$ cat config.mk
export PLATFORM = sky130hd
export DESIGN_NAME = hazard_unit
export DESIGN_NICKNAME = d
export VERILOG_FILES = /design/src/rtl/hazard_pkg.sv /design/src/rtl/hazard_unit_fwd_sel.sv /design/src/rtl/hazard_unit.sv
export SDC_FILE = /design/constraint.sdc
export NUM_CORES = 1
export LEC_CHECK = 0
export CORE_ASPECT_RATIO = 0.7
export CORE_MARGIN = 1.5
export CORE_UTILIZATION = 48
export CTS_BUF_LIST = sky130_fd_sc_hd__clkbuf_4 sky130_fd_sc_hd__clkbuf_8
export DETAILED_ROUTE_END_ITERATION = 10
export PLACE_DENSITY = 0.76
export SLEW_MARGIN = 20
export SYNTH_ARGS = -nofsm -noshare
export SYNTH_HDL_FRONTEND = slang
export SYNTH_HIERARCHICAL = 1
export SYNTH_SLANG_ARGS = --single-unit
$ cat constraint.sdc
create_clock -name clk -period 2 [get_ports clk]
set_clock_uncertainty 0.15 [all_clocks]
set_input_delay 0.3 -clock clk [delete_from_list [all_inputs] [get_ports clk]]
set_output_delay 0.3 -clock clk [all_outputs]
set_load 0.02 [all_outputs]
$ cat src/rtl/hazard_pkg.sv
// Shared types for the five-stage hazard controller: forwarding selects,
// memory-wait FSM states and the per-stage control shadow.
package hazard_pkg;

  typedef enum logic [1:0] {
    FWD_RF  = 2'b00,
    FWD_WB  = 2'b01,
    FWD_MEM = 2'b10
  } fwd_sel_t;

  typedef enum logic {
    RUN     = 1'b0,
    MEMWAIT = 1'b1
  } mem_state_t;

  typedef struct packed {
    logic valid;
    logic reg_write;
    logic is_load;
    logic mem_access;
    logic use_rs1;
    logic use_rs2;
  } stage_ctl_t;

  localparam int WCNT_W = 8;

endpackage

$ cat src/rtl/hazard_unit_fwd_sel.sv
// Per-operand EX forwarding comparator; the M stage result is younger than W
// and therefore wins when both match.
module fwd_sel
  import hazard_pkg::*;
#(
  parameter int ADDR_WIDTH = 5
) (
  input  logic                  i_use,
  input  logic [ADDR_WIDTH-1:0] i_rs,
  input  logic [ADDR_WIDTH-1:0] i_m_rd,
  input  logic                  i_m_reg_write,
  input  logic [ADDR_WIDTH-1:0] i_w_rd,
  input  logic                  i_w_reg_write,
  output fwd_sel_t              o_sel
);

  always_comb begin
    o_sel = FWD_RF;
    if (i_use && (i_rs != '0)) begin
      if (i_m_reg_write && (i_m_rd == i_rs))      o_sel = FWD_MEM;
      else if (i_w_reg_write && (i_w_rd == i_rs)) o_sel = FWD_WB;
    end
  end

endmodule

$ cat src/rtl/hazard_unit.sv
// Hazard controller for the F/D/E/M/W pipeline: shadows in-flight register
// fields, drives forwarding, load-use/branch/memory stalls and event counters.
module hazard_unit
  import hazard_pkg::*;
#(
  parameter int ADDR_WIDTH  = 5,
  parameter int MEM_TIMEOUT = 16,
  parameter int CNT_WIDTH   = 32
) (
  input  logic                  clk,
  input  logic                  rst_n,
  input  logic                  id_valid,
  input  logic [ADDR_WIDTH-1:0] id_rs1,
  input  logic [ADDR_WIDTH-1:0] id_rs2,
  input  logic                  id_use_rs1,
  input  logic                  id_use_rs2,
  input  logic [ADDR_WIDTH-1:0] id_rd,
  input  logic                  id_reg_write,
  input  logic                  id_is_load,
  input  logic                  id_mem_access,
  input  logic                  ex_pc_src,
  input  logic                  dmem_ready,
  output logic                  stall_f,
  output logic                  stall_d,
  output logic                  stall_e,
  output logic                  stall_m,
  output logic                  flush_d,
  output logic                  flush_e,
  output logic                  flush_w,
  output logic [1:0]            fwd_a_e,
  output logic [1:0]            fwd_b_e,
  output logic                  mem_err,
  output logic [CNT_WIDTH-1:0]  stall_cnt,
  output logic [CNT_WIDTH-1:0]  flush_cnt
);

  stage_ctl_t                       r_e, r_m, r_w, w_d_ctl;
  logic [ADDR_WIDTH-1:0]            r_e_rd, r_m_rd, r_w_rd;
  logic [1:0][ADDR_WIDTH-1:0]       r_e_rs;
  logic [1:0]                       w_e_use;
  fwd_sel_t                         w_fwd [2];
  mem_state_t                       r_state, w_state_nxt;
  logic [WCNT_W-1:0]                r_wcnt, w_wcnt_nxt;
  logic                             r_abort, w_timeout, r_mem_err;
  logic                             w_mem_stall, w_lu_hit, w_any_stall;
  logic [CNT_WIDTH-1:0]             r_stall_cnt, r_flush_cnt;
  logic                             w_unused_w;

  assign w_e_use = {r_e.use_rs2, r_e.use_rs1};

  for (genvar gi = 0; gi < 2; gi++) begin : g_fwd
    fwd_sel #(.ADDR_WIDTH(ADDR_WIDTH)) u_fwd (
      .i_use         (w_e_use[gi]),
      .i_rs          (r_e_rs[gi]),
      .i_m_rd        (r_m_rd),
      .i_m_reg_write (r_m.reg_write),
      .i_w_rd        (r_w_rd),
      .i_w_reg_write (r_w.reg_write),
      .o_sel         (w_fwd[gi])
    );
  end

  assign fwd_a_e = w_fwd[0];
  assign fwd_b_e = w_fwd[1];

  // After a timeout the stuck access is released for one cycle so it can leave M.
  assign w_mem_stall = r_m.mem_access && !dmem_ready && !r_abort;

  assign w_lu_hit = r_e.is_load && (r_e_rd != '0) && id_valid &&
                    ((id_use_rs1 && (id_rs1 == r_e_rd)) ||
                     (id_use_rs2 && (id_rs2 == r_e_rd)));

  always_comb begin
    stall_f = 1'b0;
    stall_d = 1'b0;
    stall_e = 1'b0;
    stall_m = 1'b0;
    flush_d = 1'b0;
    flush_e = 1'b0;
    flush_w = 1'b0;
    if (w_mem_stall) begin
      stall_f = 1'b1;
      stall_d = 1'b1;
      stall_e = 1'b1;
      stall_m = 1'b1;
      flush_w = 1'b1;
    end else if (ex_pc_src) begin
      flush_d = 1'b1;
      flush_e = 1'b1;
    end else if (w_lu_hit) begin
      stall_f = 1'b1;
      stall_d = 1'b1;
      flush_e = 1'b1;
    end
  end

  assign w_any_stall = stall_f | stall_d | stall_e | stall_m;

  always_comb begin
    w_d_ctl            = '0;
    w_d_ctl.valid      = id_valid;
    w_d_ctl.reg_write  = id_valid & id_reg_write;
    w_d_ctl.is_load    = id_valid & id_is_load;
    w_d_ctl.mem_access = id_valid & id_mem_access;
    w_d_ctl.use_rs1    = id_valid & id_use_rs1;
    w_d_ctl.use_rs2    = id_valid & id_use_rs2;
  end

  always_ff @(posedge clk or negedge rst_n) begin
    if (!rst_n) begin
      r_e    <= '0;
      r_m    <= '0;
      r_w    <= '0;
      r_e_rd <= '0;
      r_m_rd <= '0;
      r_w_rd <= '0;
      r_e_rs <= '0;
    end else begin
      if (!stall_e) begin
        if (flush_e) begin
          r_e    <= '0;
          r_e_rd <= '0;
          r_e_rs <= '0;
        end else begin
          r_e    <= w_d_ctl;
          r_e_rd <= id_rd;
          r_e_rs <= {id_rs2, id_rs1};
        end
      end
      if (!stall_m) begin
        r_m    <= r_e;
        r_m_rd <= r_e_rd;
      end
      if (flush_w) begin
        r_w    <= '0;
        r_w_rd <= '0;
      end else begin
        r_w    <= r_m;
        r_w_rd <= r_m_rd;
      end
    end
  end

  // Wait counter holds the number of stall cycles already spent on this access.
  always_comb begin
    w_state_nxt = r_state;
    w_wcnt_nxt  = r_wcnt;
    w_timeout   = 1'b0;
    unique case (r_state)
      RUN: begin
        if (w_mem_stall) begin
          w_state_nxt = MEMWAIT;
          w_wcnt_nxt  = WCNT_W'(1);
        end
      end
      MEMWAIT: begin
        if (!w_mem_stall) begin
          w_state_nxt = RUN;
          w_wcnt_nxt  = '0;
        end else if (r_wcnt == WCNT_W'(MEM_TIMEOUT - 1)) begin
          w_state_nxt = RUN;
          w_wcnt_nxt  = '0;
          w_timeout   = 1'b1;
        end else begin
          w_wcnt_nxt  = r_wcnt + WCNT_W'(1);
        end
      end
      default: begin
        w_state_nxt = RUN;
        w_wcnt_nxt  = '0;
      end
    endcase
  end

  always_ff @(posedge clk or negedge rst_n) begin
    if (!rst_n) begin
      r_state   <= RUN;
      r_wcnt    <= '0;
      r_abort   <= 1'b0;
      r_mem_err <= 1'b0;
    end else begin
      r_state   <= w_state_nxt;
      r_wcnt    <= w_wcnt_nxt;
      r_abort   <= w_timeout;
      r_mem_err <= r_mem_err | w_timeout;
    end
  end

  always_ff @(posedge clk or negedge rst_n) begin
    if (!rst_n) begin
      r_stall_cnt <= '0;
      r_flush_cnt <= '0;
    end else begin
      if (w_any_stall && (r_stall_cnt != '1)) r_stall_cnt <= r_stall_cnt + CNT_WIDTH'(1);
      if (flush_d && (r_flush_cnt != '1))     r_flush_cnt <= r_flush_cnt + CNT_WIDTH'(1);
    end
  end

  assign mem_err   = r_mem_err;
  assign stall_cnt = r_stall_cnt;
  assign flush_cnt = r_flush_cnt;

  // W shadow fields beyond reg_write/rd are carried for completeness only.
  assign w_unused_w = ^r_w;

endmodule

==> results of run 1 <==
-- flip-flops by register name, summed over array words and instances (netlist names) --
signal / flops
r_m: 2
r_w_rd: 5
r_e_rs: 10
stall_cnt: 32
mem_err: 1
r_abort: 1
r_state: 1
flush_cnt: 32
r_wcnt: 8
r_w: 1
r_e_rd: 5
r_m_rd: 5
r_e: 5
-- metal layers --
layer  share of wire [%]  track usage (%)  up-vias
li1                    -                -     2106
met1                  45            35.92     2298
met2                  47            42.18      163
met3                 4.9            6.822       47
met4                 3.2            10.76        0
met5                   0                0        -
-- layout make-up --
type | instances | area (sq um)
clock buffer | 12 | 158.9
clock inverter | 4 | 47.55
fill | 646 | 2231
inverter | 5 | 23.77
multi-input combinational | 335 | 2803
sequential | 108 | 2733
tap | 132 | 165.2
timing repair buffer | 247 | 2195
-- kinds of logic (layout without fill, tap and decap cells) --
group | count (synthesis) | in the layout
buf+inv | 19 | 268
simple gates | 192 | 193
fa+ha+maj | 3 | 3
mux | 2 | 2
compound gates | 44 | 44
flops | 108 | 108
xor+xnor | 93 | 93
-- worst max path at each step --
stage / from / end / slack (ns) / cells after the start
detailed placement: id_rs1[3] / flush_e / -0.75 / 8
CTS: r_e_rd[4] / stall_f / -0.50 / 6
finish: r_e_rd[4] / stall_f / -0.47 / 6
floorplan: r_e_rd[4] / stall_f / -0.12 / 6
global route: r_e_rd[2] / stall_f / -0.57 / 6
global placement: id_rs1[4] / flush_e / -0.65 / 8
-- power groups by stage --
stage	clock (mW)	combinational [mW]	sequential (mW)
after floorplan	0	0.435	2.71
after global placement	0	1.24	2.54
after detailed placement	0	1.28	2.56
after CTS	1.40	1.38	2.52
after global routing	1.50	1.61	2.56
final	1.38	1.51	2.54
-- repair_timing --
| item | in CTS | in global routing |
|---|---|---|
| setup endpoints to repair | 74 | 91 |
| cloned | 1 | 0 |
| pin swaps | 25 | 61 |
| hold buffers | 1 | 0 |
| resized for setup | 89 | 76 |
| endpoints found under the hold margin | 35 | 0 |
| buffers inserted | 10 | 15 |
-- per-stage QoR --
stage | util, % | power (mW) | hold slack (ns)
after global placement | 69.71 | 3.786 | 0.1590
after global routing | 78.46 | 5.668 | 0.3112
after floorplan | - | 3.144 | -0.1456
after detailed placement | 69.71 | 3.838 | 0.1612
after CTS | 74.76 | 5.306 | 0.3001
final | 78.46 | 5.438 | 0.2790
-- cells in the final DEF, fill, tap and decap left out, drive strengths merged, types with 5 or more instances in the layout --
cell,instances
a21oi,6
a22o,20
and2,16
and3,16
and4,10
buf,156
clkbuf,14
clkdlybuf4s50,82
dfrtp,108
dlymetal6s2s,6
inv,5
nand2,49
nand3,37
nand4,19
nor2,18
nor3,5
nor4,7
o21ai,14
or4,6
xnor2,65
xor2,28
==> out/summary.txt, run 1 <==
status = finished, violations left
failing checks = negative setup slack
Post-Synth XOR/XNOR Area = 15.92%
Clk pwr share = 25.4%
CP max stage delay = 0.56 ns
final worst path period share = 123.5%
global-route wire length before repair = 23200 um
mapped cell area = 5117 sq um
vias per cell = 5.473
port bufs = 100
Seq/Total Area, Yosys = 52.81%
Flop pwr share = 46.8%
achievable clock frequency = 404.8 MHz
RSZ-0062 raised after global routing = yes
worst reg2reg path depth = 12
largest net degree at the start of global routing = 45
Crit path max-delay family = simple AND/OR/NAND/NOR gates
Detailed Routing Iterations Pass 1 = 4
routability cong. = 0.8987
post-synthesis net count = 489
mux cell area share after synthesis = 0.4401%
placed insts = 800
Slew Limit Headroom = 63.99%
WS Path Type = reg -> out
Yosys top cell by area = dfrtp_1
Pwr Density = 669.2 nW/um^2
die height = 89.39 um
Synth Register Bits = 108
WL per Instance = 18.19 um
Final Cell Area = 8125 sq um
worst r2r dst = stall_cnt[12]
CTS root buffer = clkbuf_8
worst hold path type = in -> async
Post-route DRC = 0
Worst Max-Slew Pin Slew = 0.5401 ns
main combinational cell family by area after synthesis = simple AND/OR/NAND/NOR gates
Post-Synth Adder-Cell Area = 0.7335%
Clk pin slew, worst setup/hold paths = 0.10 ns
final setup violation count = 49
CTS tree = yes
initial cell density of the core = 49.41%
Inserted Diodes = 0
clock buffer count from CTS = 9
gr ovfl total = 0
DR vias = 4614
Synth Area in Compound Gates = 6.748%
arrival time at the worst endpoint = 2.02 ns
CP Cell Sequence = or4_4, o21ai_4, nor2_2, a21oi_4, inv_4, buf_2
asr flop ratio synth = 100.0%
Area Growth Syn to Fin = 58.78%
Slowest cell on crit path = or4_4
worst vdd ir = 0.0006981 V
nets = 734
vias in the first global route = 4556
1st-iter DRT viols = 287
Reg2Reg Setup Slack = -0.43 ns
worst r2r src = r_e_rd[4]
Post-synth top flop = dfrtp_1
Comb pwr share = 27.8%
initial antenna violation count = 0
Sw Ratio = 30.32%
Gate Count Post-Synth = 461
internal power = 3.789 mW
H-tree Lvls = 3
gr usage total = 26.73%
max-slew violation count = 0
Yosys top cell area share = 52.81%
Final Hold Viols = 0
dpl hpwl = 10080 um
core area = 10360 sq um
Finished Layout Cells = 843
simple-gate portion of the synthesized area = 21.49%
most frequent cell after synthesis = dfrtp_1
cell row count = 31
Synth warnings = 6
most area-consuming cells after synthesis = dfrtp_1, xnor2_1, xor2_1, nand3_1, nand2_1
Critical path buffers and inverters = 2
Skew-Pair Late Insertion Delay = 0.38 ns
Worst Path Max Fanout = 3
dpl cell area = 7219 sq um
setup TNS = -13.39 ns
die area = 11300 sq um
Max Cap Viol = 0
Worst Setup End Kind = output port
Netlist cell types = 47
Post-synth EDFFs = 0
I/O pin count = 101
PnR worst setup slack = -0.4706 ns
final WL = 15330 um
pre-CTS setup slack = -0.7493 ns
die width = 126.4 um
fin crit period = 2.471 ns
clk buf depth = 2
Sw Pwr = 1.649 mW
Num Clock Sinks = 108
antenna-violating nets left = 0
share of cells above drive strength 1 = 41.07%
synthesized area per cell = 11.10 sq um
most frequent cells after synthesis = dfrtp_1, xnor2_1, nand2_1, nand3_1, xor2_1
startpoint types = register
CP Data Required Time = 1.55 ns
Leak = 3.796 nW
(Power assumes the default switching activity.)
==> run 2, diff against run 1 <==
--- a/config.mk
+++ b/config.mk
@@ -7,7 +7,7 @@
 export LEC_CHECK = 0
 export CORE_ASPECT_RATIO = 0.7
 export CORE_MARGIN = 1.5
-export CORE_UTILIZATION = 48
+export CORE_UTILIZATION = 50
 export CTS_BUF_LIST = sky130_fd_sc_hd__clkbuf_4 sky130_fd_sc_hd__clkbuf_8
 export DETAILED_ROUTE_END_ITERATION = 10
 export PLACE_DENSITY = 0.76
==> constraint.sdc (replaced) <==
create_clock -name clk -period 2.3 [get_ports clk]
set_clock_uncertainty 0.15 [all_clocks]
set_input_delay 0.345 -clock clk [delete_from_list [all_inputs] [get_ports clk]]
set_output_delay 0.345 -clock clk [all_outputs]
set_load 0.02 [all_outputs]
==> out/summary.txt, run 2 (synthesis gave the netlist of run 1 again) <==
WL per Instance = 17.76 um
Num Clock Sinks = 108
global-route wire length before repair = 21310 um
Leak = 3.404 nW
Slew Limit Headroom = 50.37%
nets = 663
CP Cell Sequence = buf_6, xnor2_2, nand4_1, o22ai_2, nor2b_4, a21oi_2, nor2_1, buf_4
Max Cap Viol = 0
Skew-Pair Late Insertion Delay = 0.39 ns
CTS tree = yes
Final Util = 75.09%
I/O pin count = 101
dpl hpwl = 9559 um
Final Cell Area = 7385 sq um
Pwr Density = 616.7 nW/um^2
status = finished, violations left
antenna-violating nets left = 0
failing checks = negative setup slack
Clk pin slew, worst setup/hold paths = 0.12 ns
Finished Layout Cells = 768
final-layout fill cell count = 669
routability cong. = 0.8990
arrival time at the worst endpoint = 2.02 ns
die height = 87.65 um
core area = 9834 sq um
max-slew violation count = 0
Sw Ratio = 32.78%
placed insts = 742
dpl cell area = 6715 sq um
WS Path Type = reg -> out
Flop pwr share = 48.8%
Post-route DRC = 0
port bufs = 100
Slowest cell on crit path = dfrtp_1
die width = 123.9 um
RSZ-0062 raised after global routing = yes
share of cells above drive strength 1 = 27.66%
cell row count = 30
DR vias = 4207
gr ovfl total = 0
H-tree Lvls = 3
vias in the first global route = 4157
final worst path period share = 109.5%
initial cell density of the core = 52.04%
final setup violation count = 36
commonest non-fill, non-tap cell in the layout = dfrtp_1
Detailed Routing Iterations Pass 1 = 4
Inserted Diodes = 0
Worst Max-Slew Pin Slew = 0.7388 ns
gr usage total = 25.73%
clock buffer count from CTS = 9
Worst Setup End Kind = output port
internal power = 3.061 mW
worst vdd ir = 0.0006442 V
1st-iter DRT viols = 204
Sw Pwr = 1.493 mW
PnR worst setup slack = -0.2176 ns
achievable clock frequency = 397.2 MHz
Clk pwr share = 25.9%
CP Data Required Time = 1.80 ns
largest net degree at the start of global routing = 47
clk buf depth = 2
worst hold path type = in -> async
vias per cell = 5.478
CP max stage delay = 0.42 ns
Area Growth Syn to Fin = 44.30%
worst hold slack = 0.2940 ns
initial antenna violation count = 0
CTS root buffer = clkbuf_8
final WL = 13640 um
fin crit period = 2.518 ns
most frequent cells in the layout = dfrtp_1, clkdlybuf4s50_1, buf_4
Worst Path Max Fanout = 3
Comb pwr share = 25.3%
die area = 10860 sq um
startpoint types = register
Final Hold Viols = 0
run 2: changes by cell type in the layout (fill, tap and decap cells not counted), moves of 5 or more:
cell             before  now
buf_4               127   62
dfrtp_1              84  101
dfrtp_2              24    7
and3_1                8   16
and3_4                7    0
clkdlybuf4s50_1      82   88
dlymetal6s2s_1        6    0
and2_4                5    0
o21ai_0               6   11
o21ai_1               5    0
run 2: final timing paths:
kind | from | end | slack, ns | cells after the start
min in group clk | mem_err | mem_err | 0.34 | 1
max in group asynchronous | rst_n | flush_cnt[19] | 1.04 | 3
setup reg to reg | r_e_rd[4] | stall_cnt[12] | -0.21 | 12
hold reg to reg | mem_err | mem_err | 0.34 | 1
setup / recovery | r_e_rd[4] | flush_e | -0.22 | 8
hold / removal | rst_n | r_e[4] | 0.29 | 2
run 2: layer usage:
| metal | vias to the layer above | track usage [%] | wire length (um) |
|---|---|---|---|
| met5 | - | 0 | 0 |
| met4 | 0 | 7.231 | 202 |
| met3 | 21 | 6.120 | 737 |
| met2 | 120 | 37.72 | 6344 |
| met1 | 2103 | 38.29 | 6354 |
| li1 | 1963 | - | - |
run 2: worst max-delay path, delay by kind of cell, from the launching register on:
family / cells / cell delay (ns)
AO/OA/AOI/OAI: 2 / 0.31
XOR/XNOR: 1 / 0.14
buffers and inverters: 2 / 0.27
flip-flops: 1 / 0.42
AND/OR/NAND/NOR: 3 / 0.48
run 2: what timing repair did:
action / 4_1_cts / 5_1_grt
resized for setup: 69 / 54
hold buffers: 1 / 0
pin swaps: 15 / 38
setup buffers: 3 / 7
setup endpoints to repair: 46 / 52
hold endpoints to repair: 32 / 0
run 2: final cells by class:
cell class / count / area (sq um) / share of cell area (%)
tap: 128 / 160.2 / 2.169
inverter: 5 / 21.27 / 0.2880
clock buffer: 9 / 123.9 / 1.677
sequential: 108 / 2711 / 36.72
multi-input combinational: 334 / 2649 / 35.87
timing repair buffer: 177 / 1645 / 22.28
clock inverter: 7 / 73.82 / 0.9997
run 2: stage by stage:
stage | worst slack, ns | power (mW) | TNS (ns)
2_1_floorplan | 0.02471 | 2.713 | 0
3_3_place_gp | -0.4752 | 3.240 | -11.21
3_5_place_dp | -0.5782 | 3.275 | -17.50
4_1_cts | -0.2201 | 4.484 | -3.743
5_1_grt | -0.3524 | 4.778 | -7.081
6_report | -0.2176 | 4.554 | -4.254
run 2: power groups by stage:
| stage | sequential (mW) | clock [mW] | combinational [mW] |
|---|---|---|---|
| 2_1_floorplan | 2.35 | 0 | 0.364 |
| 3_3_place_gp | 2.23 | 0 | 1.01 |
| 3_5_place_dp | 2.24 | 0 | 1.03 |
| 4_1_cts | 2.21 | 1.20 | 1.07 |
| 5_1_grt | 2.24 | 1.30 | 1.24 |
| 6_report | 2.22 | 1.18 | 1.15 |
